**src/rtl/reg_bus_master.sv**
```systemverilog
// rtl/reg_bus_master.sv - byte-stream command parser driving the 8/32 register bus (optional REG_BUS_TIMEOUT_EN)
module reg_bus_master #(
   parameter int RD_LATENCY     = 1,
   parameter int TIMEOUT_CYCLES = 50_000_000
)(
   input  logic        ipClk,
   input  logic        ipReset,
   input  logic [7:0]  ipRxData,
   input  logic        ipRxValid,
   output logic        opRxReady,
   output logic [7:0]  opTxData,
   output logic        opTxValid,
   input  logic        ipTxReady,
   output logic [7:0]  opAddress,
   output logic [31:0] opWrData,
   output logic        opWrEnable,
   input  logic [31:0] ipRdData
);

   localparam logic [2:0] IDLE      = 3'd0;
   localparam logic [2:0] GET_ADDR  = 3'd1;
   localparam logic [2:0] GET_DATA  = 3'd2;
   localparam logic [2:0] WRITE     = 3'd3;
   localparam logic [2:0] READ_WAIT = 3'd4;
   localparam logic [2:0] SEND      = 3'd5;

   localparam logic [7:0] CMD_WRITE = 8'h01;
   localparam logic [7:0] CMD_READ  = 8'h02;
   localparam logic [7:0] RSP_WRITE = 8'h81;
   localparam logic [7:0] RSP_READ  = 8'h82;
   localparam logic [7:0] RSP_ERROR = 8'hEE;

   localparam int              LAT_W    = $clog2(RD_LATENCY + 2);
   localparam logic [LAT_W-1:0] LAT_LAST = LAT_W'(RD_LATENCY);

   logic [2:0]       state;
   logic [2:0]       stateNext;
   logic             cmdWrite;
   logic [2:0]       byteCnt;
   logic [2:0]       respLast;
   logic [LAT_W-1:0] latCnt;
   logic [31:0]      rdHold;
   logic             rxFire;
   logic             txFire;
   logic             cmdValid;
   logic             timeoutHit;

   assign rxFire     = ipRxValid && opRxReady;
   assign txFire     = opTxValid && ipTxReady;
   assign cmdValid   = (ipRxData == CMD_WRITE) || (ipRxData == CMD_READ);
   assign opWrEnable = (state == WRITE);

`ifdef REG_BUS_TIMEOUT_EN
   localparam int TO_W = $clog2(TIMEOUT_CYCLES + 1);

   logic [TO_W-1:0] toCnt;

   // Count cycles without a byte while a packet is only partly received.
   always_ff @(posedge ipClk or posedge ipReset) begin
      if (ipReset) begin
         toCnt <= '0;
      end else if (((state == GET_ADDR) || (state == GET_DATA)) && !rxFire) begin
         toCnt <= toCnt + 1'b1;
      end else begin
         toCnt <= '0;
      end
   end

   assign timeoutHit = ((state == GET_ADDR) || (state == GET_DATA)) && !rxFire &&
                       (toCnt == TO_W'(TIMEOUT_CYCLES - 1));
`else
   assign timeoutHit = 1'b0;
`endif

   // Next-state decode of the command parser.
   always_comb begin
      stateNext = state;
      case (state)
         IDLE:      if (rxFire) stateNext = cmdValid ? GET_ADDR : SEND;
         GET_ADDR:  if (rxFire) stateNext = cmdWrite ? GET_DATA : READ_WAIT;
         GET_DATA:  if (rxFire && (byteCnt == 3'd3)) stateNext = WRITE;
         WRITE:     stateNext = SEND;
         READ_WAIT: if (latCnt == LAT_LAST) stateNext = SEND;
         SEND:      if (txFire && (byteCnt == respLast)) stateNext = IDLE;
         default:   stateNext = IDLE;
      endcase
      if (timeoutHit) begin
         stateNext = IDLE;
      end
   end

   // State register; Rx ready is registered from the next state so it is low under reset.
   always_ff @(posedge ipClk or posedge ipReset) begin
      if (ipReset) begin
         state     <= IDLE;
         opRxReady <= 1'b0;
      end else begin
         state     <= stateNext;
         opRxReady <= (stateNext == IDLE) || (stateNext == GET_ADDR) || (stateNext == GET_DATA);
      end
   end

   // Field capture, read sampling and response byte sequencing.
   always_ff @(posedge ipClk or posedge ipReset) begin
      if (ipReset) begin
         cmdWrite  <= 1'b0;
         byteCnt   <= '0;
         respLast  <= '0;
         latCnt    <= '0;
         rdHold    <= '0;
         opAddress <= '0;
         opWrData  <= '0;
         opTxData  <= '0;
         opTxValid <= 1'b0;
      end else begin
         case (state)
            IDLE: begin
               if (rxFire) begin
                  if (cmdValid) begin
                     cmdWrite <= (ipRxData == CMD_WRITE);
                  end else begin
                     opTxData  <= RSP_ERROR;
                     opTxValid <= 1'b1;
                     byteCnt   <= '0;
                     respLast  <= 3'd0;
                  end
               end
            end
            GET_ADDR: begin
               if (rxFire) begin
                  opAddress <= ipRxData;
                  byteCnt   <= '0;
                  latCnt    <= '0;
               end
            end
            GET_DATA: begin
               if (rxFire) begin
                  opWrData <= {opWrData[23:0], ipRxData};
                  byteCnt  <= byteCnt + 3'd1;
               end
            end
            WRITE: begin
               opTxData  <= RSP_WRITE;
               opTxValid <= 1'b1;
               byteCnt   <= '0;
               respLast  <= 3'd0;
            end
            READ_WAIT: begin
               if (latCnt == LAT_LAST) begin
                  rdHold    <= ipRdData;
                  opTxData  <= RSP_READ;
                  opTxValid <= 1'b1;
                  byteCnt   <= '0;
                  respLast  <= 3'd4;
               end else begin
                  latCnt <= latCnt + 1'b1;
               end
            end
            SEND: begin
               if (txFire) begin
                  if (byteCnt == respLast) begin
                     opTxValid <= 1'b0;
                  end else begin
                     opTxData <= rdHold[31:24];
                     rdHold   <= {rdHold[23:0], 8'h00};
                     byteCnt  <= byteCnt + 3'd1;
                  end
               end
            end
            default: begin
               opTxValid <= 1'b0;
            end
         endcase
      end
   end

endmodule

```
**config.mk**
```make
export PLATFORM = sky130hd
export DESIGN_NAME = reg_bus_master
export DESIGN_NICKNAME = d
export VERILOG_FILES = /design/src/rtl/reg_bus_master.sv
export SDC_FILE = /design/constraint.sdc
export NUM_CORES = 1
export LEC_CHECK = 0
export CORE_MARGIN = 5
export CORE_UTILIZATION = 47
export CTS_BUF_LIST = sky130_fd_sc_hd__clkbuf_4 sky130_fd_sc_hd__clkbuf_8
export DETAILED_ROUTE_END_ITERATION = 8
export PLACE_DENSITY = 0.79
export SYNTH_ARGS = -nofsm -noshare
export SYNTH_HDL_FRONTEND = slang
export SYNTH_SLANG_ARGS = --single-unit
```
**constraint.sdc**
```tcl
create_clock -name ipClk -period 3.14 [get_ports ipClk]
set_input_delay 0.942 -clock ipClk [delete_from_list [all_inputs] [get_ports ipClk]]
set_output_delay 0.942 -clock ipClk [all_outputs]
set_load 0.005 [all_outputs]
```
==> flow_summary.yaml <==
clock_network:
  clock_buffers_created_by_tritoncts: 9
  cts.repair.resized: 0
  cts_root_buf: "clkbuf_8"
  clk_transition_reported_paths_ns: 0.09
  cts_tree: "built"
  clock_insertion_delay_at_the_later_pin_of_the_skew_report_ns: 0.36
  clkSinkCount: 92
  h-tree-depth: 3
  hold_buffers: 0
  postCtsSetupRepairBufs: 0
  clock_tree.buffer_depth: 2
place:
  placement.io_buffers: 94
  globalplace.congestion: 0.8224
  dp_hpwl_um: 6423
sta:
  finalSetupViolCount: 0
  finClkSkew_ns: 0.009756
  finalCriticalPeriod_ns: 2.762
  final_max_slew_viol_count: 0
  maxClockFrequency_ghz: 0.3621
  unrepaired_setup_endpoints_after_global_routing: "false"
  finalSetupTns_ns: 0
  maxSlewHeadroom_pct: 53.07
  measured_slew_at_the_worst_slew_check_pin_ns: 0.7009
  min_period_over_period_pct: 87.96
  finalHoldViolCount: 0
global_routing:
  largest_net_degree_at_the_start_of_global_routing: 93
  vias_in_the_first_global_route: 3029
  antenna_found_initial: 0
  grt_use_total_pct: 17.70
  overflow_left_after_global_routing: 0
  global_route_wire_length_before_repair_um: 14790
critical_path:
  timing.critical_path.fanout_max: 8
  worstPathRequired_ns: 2.20
  crit-reg2reg-launch: "state[0]"
  worstSetupStartpointType: "flop"
  data_arrival_time_of_the_critical_path_ns: 1.82
  worst_setup_path_end_kind: "primary output"
  critPathKind: "reg -> out"
  timing.rr.end: "rdHold[22]"
  worst-r2r-cell-count: 6
  timing.critical_path.from: "state[0]"
  crit_end: "opWrEnable"
  reg2reg_slack_ns: 0.80
floorplan:
  core.rowCount: 34
  design.die.area_um2: 10690
  i_o_pin_count: 95
  coreArea_um2: 8593
  start_util_pct: 47.70
  die_height_um: 103.4
  die_width_um: 103.4
worst_hold_path:
  min_path_type: "reg -> reg"
finish:
  post_route_cells_drive_above_1_share_pct: 15.48
  fillCellCount: 690
  layout.nets: 508
  final_util_pct: 62.00
  antenna_cells: 0
  area_growth_syn_to_layout_pct: 29.98
logic_synthesis:
  ys_ff_latch: 92
  synth_sequential_area_ratio_pct: 56.17
  synth_async_sr_flop_share_pct: 100.0
  synthesis.nets: 416
  synth-edff-count: 0
  number_of_warnings_issued_by_yosys: 0
  synthCells: 368
  netlist-cell-type-count: 43
  post_synth_instance_area_um2: 4099
  syn_area_per_cell_um2: 11.14
  ys.flop_type: "dfrtp_1"
power_and_ir_drop:
  powerDensity_nw_per_um2: 725.9
  finalPower_mw: 3.867
  max-vdd-ir-drop_uv: 353.6
  power.static_leakage_nw: 2.552
detailed_routing:
  wl_per_cell_um: 15.43
  drt_first_pass_iters: 4
  via_count: 3025
  number_of_nets_with_antenna_violations_after_detailed_routing: 0
  remaining_design_rule_violation_count: 0
  initialDrtViolationCount: 104
  via_per_inst: 5.279
  drt_wl_total_um: 8842
flow_run:
  cap_violations: 0
outcome:
  run_status: "finished clean"
critical path, stage by stage, from the launching register on:
cell and delay, ns:
dfrtp_2 0.36, inv_1 0.15, nor2_1 0.17, nand2_1 0.11
inv_1 0.15, clkdlybuf4s50_1 0.53
cell families after synthesis:
| logic type | after synthesis | share of synthesized area [%] |
|---|---|---|
| flops | 92 | 56.17 |
| fa+ha+maj | 4 | 1.221 |
| simple gates | 101 | 11.60 |
| buf+inv | 33 | 3.693 |
| xor+xnor | 2 | 0.4274 |
| mux | 65 | 17.09 |
| compound gates | 71 | 9.799 |
layout make-up:
class | count | area (µm²) | share of cell area (%)
multi-input combinational | 243 | 1645 | 30.88
clock inverter | 6 | 47.55 | 0.8924
tap | 108 | 135.1 | 2.536
clock buffer | 10 | 137.6 | 2.583
inverter | 13 | 52.55 | 0.9864
timing repair buffer | 101 | 1006 | 18.88
sequential | 92 | 2303 | 43.24
cell usage in the layout, fill, tap and decap left out, drive strengths merged, types with 10 or more instances in the layout:
master / count
clkdlybuf4s50: 94
nor2: 14
mux2i: 25
nand2: 57
clkbuf: 10
mux2: 40
inv: 14
dfrtp: 92
a21oi: 12
o21ai: 44
layer usage:
layer  up-vias  part of all wire, %  global-route usage (%)
met1      1449                   43                   23.64
met2       107                   47                   28.04
met4         0                  1.7                   6.275
li1       1455                    -                       -
met5         -                    0                       0
met3        14                  8.4                   4.628
worst min-delay path by stage:
| stage | cells after the start | end | start | slack, ns |
|---|---|---|---|---|
| floorplan | 2 | rdHold[25] | rdHold[25] | 0.44 |
| global placement | 2 | rdHold[16] | rdHold[16] | 0.46 |
| detailed placement | 2 | rdHold[10] | rdHold[10] | 0.47 |
| CTS | 2 | rdHold[10] | rdHold[10] | 0.49 |
| global route | 2 | rdHold[19] | rdHold[19] | 0.51 |
| finish | 2 | rdHold[6] | rdHold[6] | 0.48 |
stage by stage:
stage | std cells | setup WS [ns] | hold slack [ns] | area, µm²
2_1_floorplan | 368 | 1.018 | 0.4447 | 4103
3_3_place_gp | 557 | 0.4137 | 0.4604 | 5142
3_5_place_dp | 557 | 0.3606 | 0.4699 | 5142
4_1_cts | 573 | 0.3720 | 0.4903 | 5328
5_1_grt | 573 | 0.2899 | 0.5107 | 5328
6_report | 573 | 0.3782 | 0.4842 | 5328
where the power goes:
part	switching, mW	leakage (nW)	internal, mW
sequential	0.173	1.22	1.48
combinational	0.752	1.23	0.711
clock	0.429	0.0985	0.318
total	1.35	2.55	2.51
cell usage after synthesis (2+ instances only):
library cell,number,share of area [%]
nand3_1,8,0.98
dfrtp_1,92,56
inv_1,13,1.2
ha_1,4,1.2
o211ai_1,2,0.37
o21ai_0,44,5.4
o22a_1,4,0.85
nand2b_1,7,1.1
nor3_1,2,0.24
clkbuf_1,4,0.37
nor3_2,2,0.49
nand4_1,2,0.31
nand2_1,55,5.0
nor2_1,14,1.3
o22ai_1,2,0.31
a21oi_1,12,1.5
buf_2,13,1.6
mux2_2,39,11
mux2i_1,25,6.1
registers in the layout, indices dropped and copies added, names as in the netlist:
name	flops
byteCnt	3
opWrData	32
opTxValid	1
opTxData	8
rdHold	32
cmdWrite	1
respLast	1
opRxReady	1
opAddress	8
state	3
latCnt	2
(Power assumes the default switching activity.)
